File: src/rtl/register_file.sv
// Architectural register file with per-register rename tags for the RV32I out-of-order core.
// Each operand read returns either a ready value or the ROB id it still waits on. Pending
// operands can be satisfied by a same-cycle commit (bypass) or by the ROB's ready ports.
module register_file #(
  parameter int unsigned ROB_WIDTH = 4
) (
  input  logic                 clockIn,
  input  logic                 resetIn,
  input  logic                 clear,
  input  logic                 regUpdateValid,
  input  logic [4:0]           regUpdateDest,
  input  logic [31:0]          regValue,
  input  logic [ROB_WIDTH-1:0] regUpdateRobId,
  input  logic                 renameValid,
  input  logic [4:0]           renameDest,
  input  logic [ROB_WIDTH-1:0] renameRobId,
  input  logic [4:0]           rs1,
  input  logic [4:0]           rs2,
  output logic                 rs1Dirty,
  output logic [31:0]          rs1Value,
  output logic [ROB_WIDTH-1:0] rs1DepId,
  output logic                 rs2Dirty,
  output logic [31:0]          rs2Value,
  output logic [ROB_WIDTH-1:0] rs2DepId,
  output logic [ROB_WIDTH-1:0] rs1Dep,
  input  logic                 rs1Ready,
  input  logic [31:0]          rs1RobValue,
  output logic [ROB_WIDTH-1:0] rs2Dep,
  input  logic                 rs2Ready,
  input  logic [31:0]          rs2RobValue
);

  logic [31:0]          r_value [32];
  logic [31:0]          r_busy;
  logic [ROB_WIDTH-1:0] r_tag   [32];

  logic [32:0] w_rs1_res;
  logic [32:0] w_rs2_res;

  // Resolve one operand; result is {dirty, value}. Priority: x0, idle register, commit
  // bypass, ROB forward, otherwise still pending (value is a don't-care stale copy).
  function automatic logic [32:0] read_operand(input logic [4:0]  r,
                                               input logic        rob_ready,
                                               input logic [31:0] rob_value);
    logic [32:0] res;
    if (r == 5'd0) begin
      res = {1'b0, 32'd0};
    end else if (!r_busy[r]) begin
      res = {1'b0, r_value[r]};
    end else if (regUpdateValid && (regUpdateDest == r) && (regUpdateRobId == r_tag[r])) begin
      res = {1'b0, regValue};
    end else if (rob_ready) begin
      res = {1'b0, rob_value};
    end else begin
      res = {1'b1, r_value[r]};
    end
    return res;
  endfunction

  // Operand 1 lookup
  always_comb begin
    w_rs1_res = read_operand(rs1, rs1Ready, rs1RobValue);
  end

  // Operand 2 lookup
  always_comb begin
    w_rs2_res = read_operand(rs2, rs2Ready, rs2RobValue);
  end

  assign rs1Dirty = w_rs1_res[32];
  assign rs1Value = w_rs1_res[31:0];
  assign rs1DepId = r_tag[rs1];
  assign rs1Dep   = r_tag[rs1];
  assign rs2Dirty = w_rs2_res[32];
  assign rs2Value = w_rs2_res[31:0];
  assign rs2DepId = r_tag[rs2];
  assign rs2Dep   = r_tag[rs2];

  // Commit, rename and clear; later assignments override earlier ones so a same-cycle
  // rename beats the commit's busy release, and clear beats both.
  always_ff @(posedge clockIn or posedge resetIn) begin
    if (resetIn) begin
      r_busy <= '0;
      for (int i = 0; i < 32; i++) begin
        r_value[i] <= '0;
        r_tag[i]   <= '0;
      end
    end else begin
      if (regUpdateValid && (regUpdateDest != 5'd0)) begin
        r_value[regUpdateDest] <= regValue;
        // Only release when no younger writer has renamed the register since.
        if (r_tag[regUpdateDest] == regUpdateRobId) begin
          r_busy[regUpdateDest] <= 1'b0;
        end
      end
      if (clear) begin
        r_busy <= '0;
      end else if (renameValid && (renameDest != 5'd0)) begin
        r_busy[renameDest] <= 1'b1;
        r_tag[renameDest]  <= renameRobId;
      end
    end
  end

endmodule
File: config.mk
export PLATFORM = sky130hd
export DESIGN_NAME = register_file
export DESIGN_NICKNAME = d
export VERILOG_FILES = /design/src/rtl/register_file.sv
export SDC_FILE = /design/constraint.sdc
export NUM_CORES = 2
export LEC_CHECK = 0
export CAP_MARGIN = 40
export CORE_MARGIN = 2
export CORE_UTILIZATION = 40
export DETAILED_ROUTE_END_ITERATION = 8
export DONT_BUFFER_PORTS = 1
export MAX_ROUTING_LAYER = met4
export PLACE_DENSITY_LB_ADDON = 0.15
export SKIP_CTS_REPAIR_TIMING = 1
export SLEW_MARGIN = 20
export SYNTH_ARGS = -nofsm -noshare
export SYNTH_HDL_FRONTEND = slang
export SYNTH_SLANG_ARGS = --single-unit
File: constraint.sdc
create_clock -name clockIn -period 33.8 [get_ports clockIn]
set_input_delay 3.38 -clock clockIn [delete_from_list [all_inputs] [get_ports clockIn]]
set_output_delay 3.38 -clock clockIn [all_outputs]
set_load 0.01 [all_outputs]
# [Word level (Yosys, flattened, before mapping)]
# Index checks and enable logic that the tools add are counted.
[word_totals] in_bits=131 word_cells=146 regBits=1184 output_inout_bits=82
[op_classes] n_mux=41 bitwise_logic=8 magnitude_cmp=12 reduce_logical=15 n_eq_ne=5
[ops] operator="bitwise mux 1024 bit" count=1
[ops] operator="binary-select mux 32 bit (select 5 bit)" count=2
[ops] operator="two-way mux 32 bit" count=9
[ops] operator="two-way mux 33 bit" count=8
[ops] operator="demux 32 bit (select 5 bit)" count=1
[ops] operator="bitwise mux 128 bit" count=1
[ops] operator="binary-select mux 4 bit (select 5 bit)" count=3
[ops] operator="AND 32 bit" count=1
[ops] operator="inverter 32 bit" count=1
[ops] operator="OR 32 bit" count=1
[ops] operator="two-way mux 4 bit" count=7
[ops] operator=">= comparator 6 bit (second input constant)" count=4
[ops] operator="less-than comparator 5 x 6 -> 1 bit (second input constant)" count=4
[ops] operator="inverter 5 -> 6 bit" count=4
[ops] operator="demux 4 bit (select 5 bit)" count=1
[ops] operator="equality test 4 bit" count=3
[ops] operator="less-than comparator 6 x 1 -> 1 bit (second input constant)" count=2
[ops] operator="binary-select mux 1 bit (select 5 bit)" count=2
[ops] operator="demux 1 bit (select 5 bit)" count=2
[ops] operator="equality test 5 bit" count=2
[ops] operator=">= comparator 5 x 1 -> 1 bit (second input constant)" count=2
[ops] operator="logical AND 1 bit" count=10
[ops] operator="logical NOT 5 bit" count=2
[ops] operator="nonzero test 5 bit" count=2
[ops] operator="3 further kinds" count=6

# [Depth between registers and ports, before layout]
[depth] ltp_word=11 depth_mapped=16 depth_no_buf=8

# [Worst setup path before layout]
# No wires, ideal clock.
[synth_path] kind="input to output" startpoint="input rs2[0]" endpoint="output rs2Value[28]" cell_stages=11 arrival_time_ns=6.059 n_path_buf=3 setup_slack_ns=24.361 required_ns=30.420 path_cell_list="buf_4 > buf_6 > mux4_2 > mux2_2 > a221oi_1 > a21oi_1 > xnor2_1 > nand4b_1 > buf_2 > mux2_2 > a211oi_1"
[synth_between] elab_chain_cells=9
[synth_rtl] item="from (decl)" line="18" rtl="input logic [4:0] rs2,"
[synth_rtl] item="inverter 5 -> 6 bit"
[synth_rtl] item="binary-select mux 4 bit (select 5 bit)"
[synth_rtl] item="two-way mux 4 bit (2 in series)"
[synth_rtl] item="net rs2Dep[1]" line="28" rtl="output logic [ROB_WIDTH-1:0] rs2Dep,"
[synth_rtl] item="equality test 4 bit" line="50" rtl="end else if (regUpdateValid && (regUpdateDest == r) && (regUpdateRobId == r_tag[r])) begin"
[synth_rtl] item="logical AND 1 bit" line="50"
[synth_rtl] item="two-way mux 33 bit" line="50"
[synth_rtl] item="two-way mux 33 bit" line="48" rtl="end else if (!r_busy[r]) begin"
[synth_rtl] item="two-way mux 33 bit" line="46" rtl="if (r == 5'd0) begin"
[synth_rtl] item="to (decl)" line="23" rtl="output logic [31:0] rs2Value,"
# The timed path passes the listed nets, and every way through them passes these cells. The select of a mux whose other input is x is not followed.

# [Final worst setup path]
[layout_path] startpoint="input rs1[0]" endpoint="output rs1Value[31]"
[layout_between] elab_chain_cells=9
[layout_rtl] item="from (decl)" line="17" rtl="input logic [4:0] rs1,"
[layout_rtl] item="inverter 5 -> 6 bit"
[layout_rtl] item="binary-select mux 4 bit (select 5 bit)"
[layout_rtl] item="two-way mux 4 bit (2 in series)"
[layout_rtl] item="net rs1Dep[3]" line="25" rtl="output logic [ROB_WIDTH-1:0] rs1Dep,"
[layout_rtl] item="equality test 4 bit" line="50"
[layout_rtl] item="logical AND 1 bit" line="50"
[layout_rtl] item="two-way mux 33 bit" line="50"
[layout_rtl] item="two-way mux 33 bit" line="48"
[layout_rtl] item="two-way mux 33 bit" line="46"
[layout_rtl] item="to (decl)" line="20" rtl="output logic [31:0] rs1Value,"
# The timed path passes the listed nets, and every way through them passes these cells. The select of a mux whose other input is x is not followed.

==> summary.txt <==
depth of the most critical reg-to-reg path = 7
failing checks = slew limit
synth warn = 0
Cells after Synth = 4517
Top-Level Pins = 213
DR WL/cell = 34.7 um
first-pass detailed-route iteration total = 5
maximum VDD drop = 0.0445 mV
CP Data Arrival Time = 7.80 ns
Critical path origin = rs1[0]
reg2reg start = r_tag[121]
most frequent cells in the layout = dfrtp_1 (1184), mux2_2 (1146), mux4_2 (585)
post-route minimum period = 11.18 ns
area grow syn2layout = 11.4%
Final Hold Vio Count = 0
CP Data Required Time = 30.42 ns
vias in the first global route = 42863
Vias/cell = 6.38
Hold Crit Class = reg -> reg
Worst-path clk slew = 0.06 ns
Slew Viols, Final = 98
Least-Margin Pin Slew = 1.65 ns
ys flop type = dfrtp_1
HP Start = r_value[1001]
core area = 0.165 mm^2
largest net degree at the start of global routing = 340
final setup fails = 0
global placer's final weighted congestion = 0.849
final WL = 227000 um
PwrDens = 57.8 mW/mm^2
first-pass GRT wire length = 326000 um
most common cell after layout, fill and taps aside = dfrtp_1
Worst setup EP type = output pin
Setup CP Type = in -> out
Post-synth EDFFs = 0
met1 wire length = 98600 um
Initial Util = 40.2%
layout cells sized above 1 = 49.5%
unrepaired setup endpoints after global routing = no
f_max = 89.4 MHz
status = finished, violations left
routed length on met3 = 13900 um
Clock Tree Root = clkbuf_16
antenna violations before repair = 12
ANT nets after route = 0
gr usage total = 27.8%
Post-synth ARST share = 100%
Hold Path Depth = 0
Worst Hold Path EP = r_value[1001]
Worst R2R Setup Slack = 30.94 ns
CP startpoint kind = input port
relative max-transition margin = -10.3%
die width = 411 um
average instance area after synthesis = 14.6 um^2
post-route DRC violation count = 0
total overflow reported by the global router = 0
Rows = 149
Synth Net Count = 4648
met2 wire len = 109000 um
Critical R2R Capture = r_busy[16]
LEAKAGE = 31.4 nW
post-DP HPWL = 132000 um
Worst-Skew Late Latency = 0.78 ns
Num CTS Buffers = 143
Final nets = 4384
register area share after synthesis = 44.8%
CTS max path bufs = 3
Iter 0 DRT Violations = 3426
final worst-path cycle share = 33.1%
Area after DPL = 0.0684 mm^2
Final Instance Area = 0.0737 mm^2
Final TNS setup = 0 ns
highest routed layer = met4
skew final = 0.0235 ns
post-synthesis cell area = 0.0661 mm^2
vias = 41832
library cells used by synthesis = 68
die height = 411 um
max cap viols = 0
CTS tree = built
#FFs+latches synth = 1184
IO Port Bufs = 0
H-Tree Depth = 4
CP Max Fanout = 338
clk sinks = 1184
full die area = 0.169 mm^2
## layer usage
layer | vias up | GRT usage (%)
met5 | - | -
met4 | 0 | 7.59
met3 | 353 | 4.94
met2 | 1389 | 43.5
met1 | 22977 | 37.4
li1 | 17113 | -
## metrics by stage
stage | cells | total power [mW] | hold WS, ns | util, % | setup slack [ns]
6_report | 6554 | 4.26 | 0.396 | 44.8 | 22.62
2_1_floorplan | 4517 | 2.49 | 0.441 | - | 14.07
3_5_place_dp | 6287 | 2.63 | 0.383 | 41.6 | 22.73
3_3_place_gp | 6238 | 2.60 | 0.379 | 40.9 | 22.43
5_1_grt | 6551 | 4.43 | 0.403 | 44.8 | 22.55
4_1_cts | 6539 | 4.28 | 0.396 | 44.6 | 22.73
## flip-flops by register name, summed over array words and instances (netlist names)
register	count
r_busy	32
r_tag	128
r_value	1024
## area by class of cell
class,instances,area [um^2]
tap,2189,2740
clock inverter,43,707
timing repair buffer,111,1740
antenna,5,12.5
sequential,1184,29600
inverter,6,31.3
clock buffer,209,4310
multi-input combinational,2807,34500
fill,14592,90900
## synthesized netlist by cell type, types with 15 or more instances
cell	n	area, um^2
nor4b_1	22	193
nand2_1	67	251
nand3_1	29	145
nand2b_1	29	181
clkbuf_1	314	1180
nor2b_1	22	138
mux2i_1	289	2890
o21ai_1	23	115
a221oi_1	70	613
mux2_2	1146	12900
buf_2	69	345
dfrtp_1	1184	29600
and3b_1	15	131
a22oi_1	54	405
a21oi_1	77	385
buf_4	44	330
a32o_1	18	180
nor2_1	75	282
a211oi_1	51	383
buf_1	78	293
mux4_2	585	13200
o21ai_0	55	275
## cells by family (layout without fill, tap and decap cells)
family	Yosys count	after routing	synth area share, %
other cells	0	5	0
compound gates	436	436	4.71
xor+xnor	18	18	0.238
flops	1184	1184	44.8
mux	2029	2029	44.0
buf+inv	526	369	3.55
simple gates	324	324	2.70
## how the worst max path moves through the flow
| stage | to | slack (ns) | cells past startpoint |
|---|---|---|---|
| after global placement | rs1Value[29] | 22.43 | 8 |
| final | rs1Value[31] | 22.62 | 9 |
| after detailed placement | rs1Value[31] | 22.73 | 9 |
| after floorplan | r_busy[0] | 14.07 | 1 |
| after global routing | rs1Value[31] | 22.55 | 9 |
| after CTS | rs1Value[31] | 22.73 | 9 |
## report_power, final
part | internal (mW) | switching, mW
Sequential | 1.67 | 0.184
Clock | 1.00 | 0.646
Combinational | 0.489 | 0.266
## critical path, stage by stage
cell	delay, ns
or3_1	0.57
o2bb2ai_1	0.27
o22ai_1	0.15
a221oi_2	0.67
xnor2_1	0.35
and4bb_4	0.67
buf_4	0.37
or3b_4	0.55
o221a_1	0.43
No activity file was read; power rests on OpenSTA's default activity.
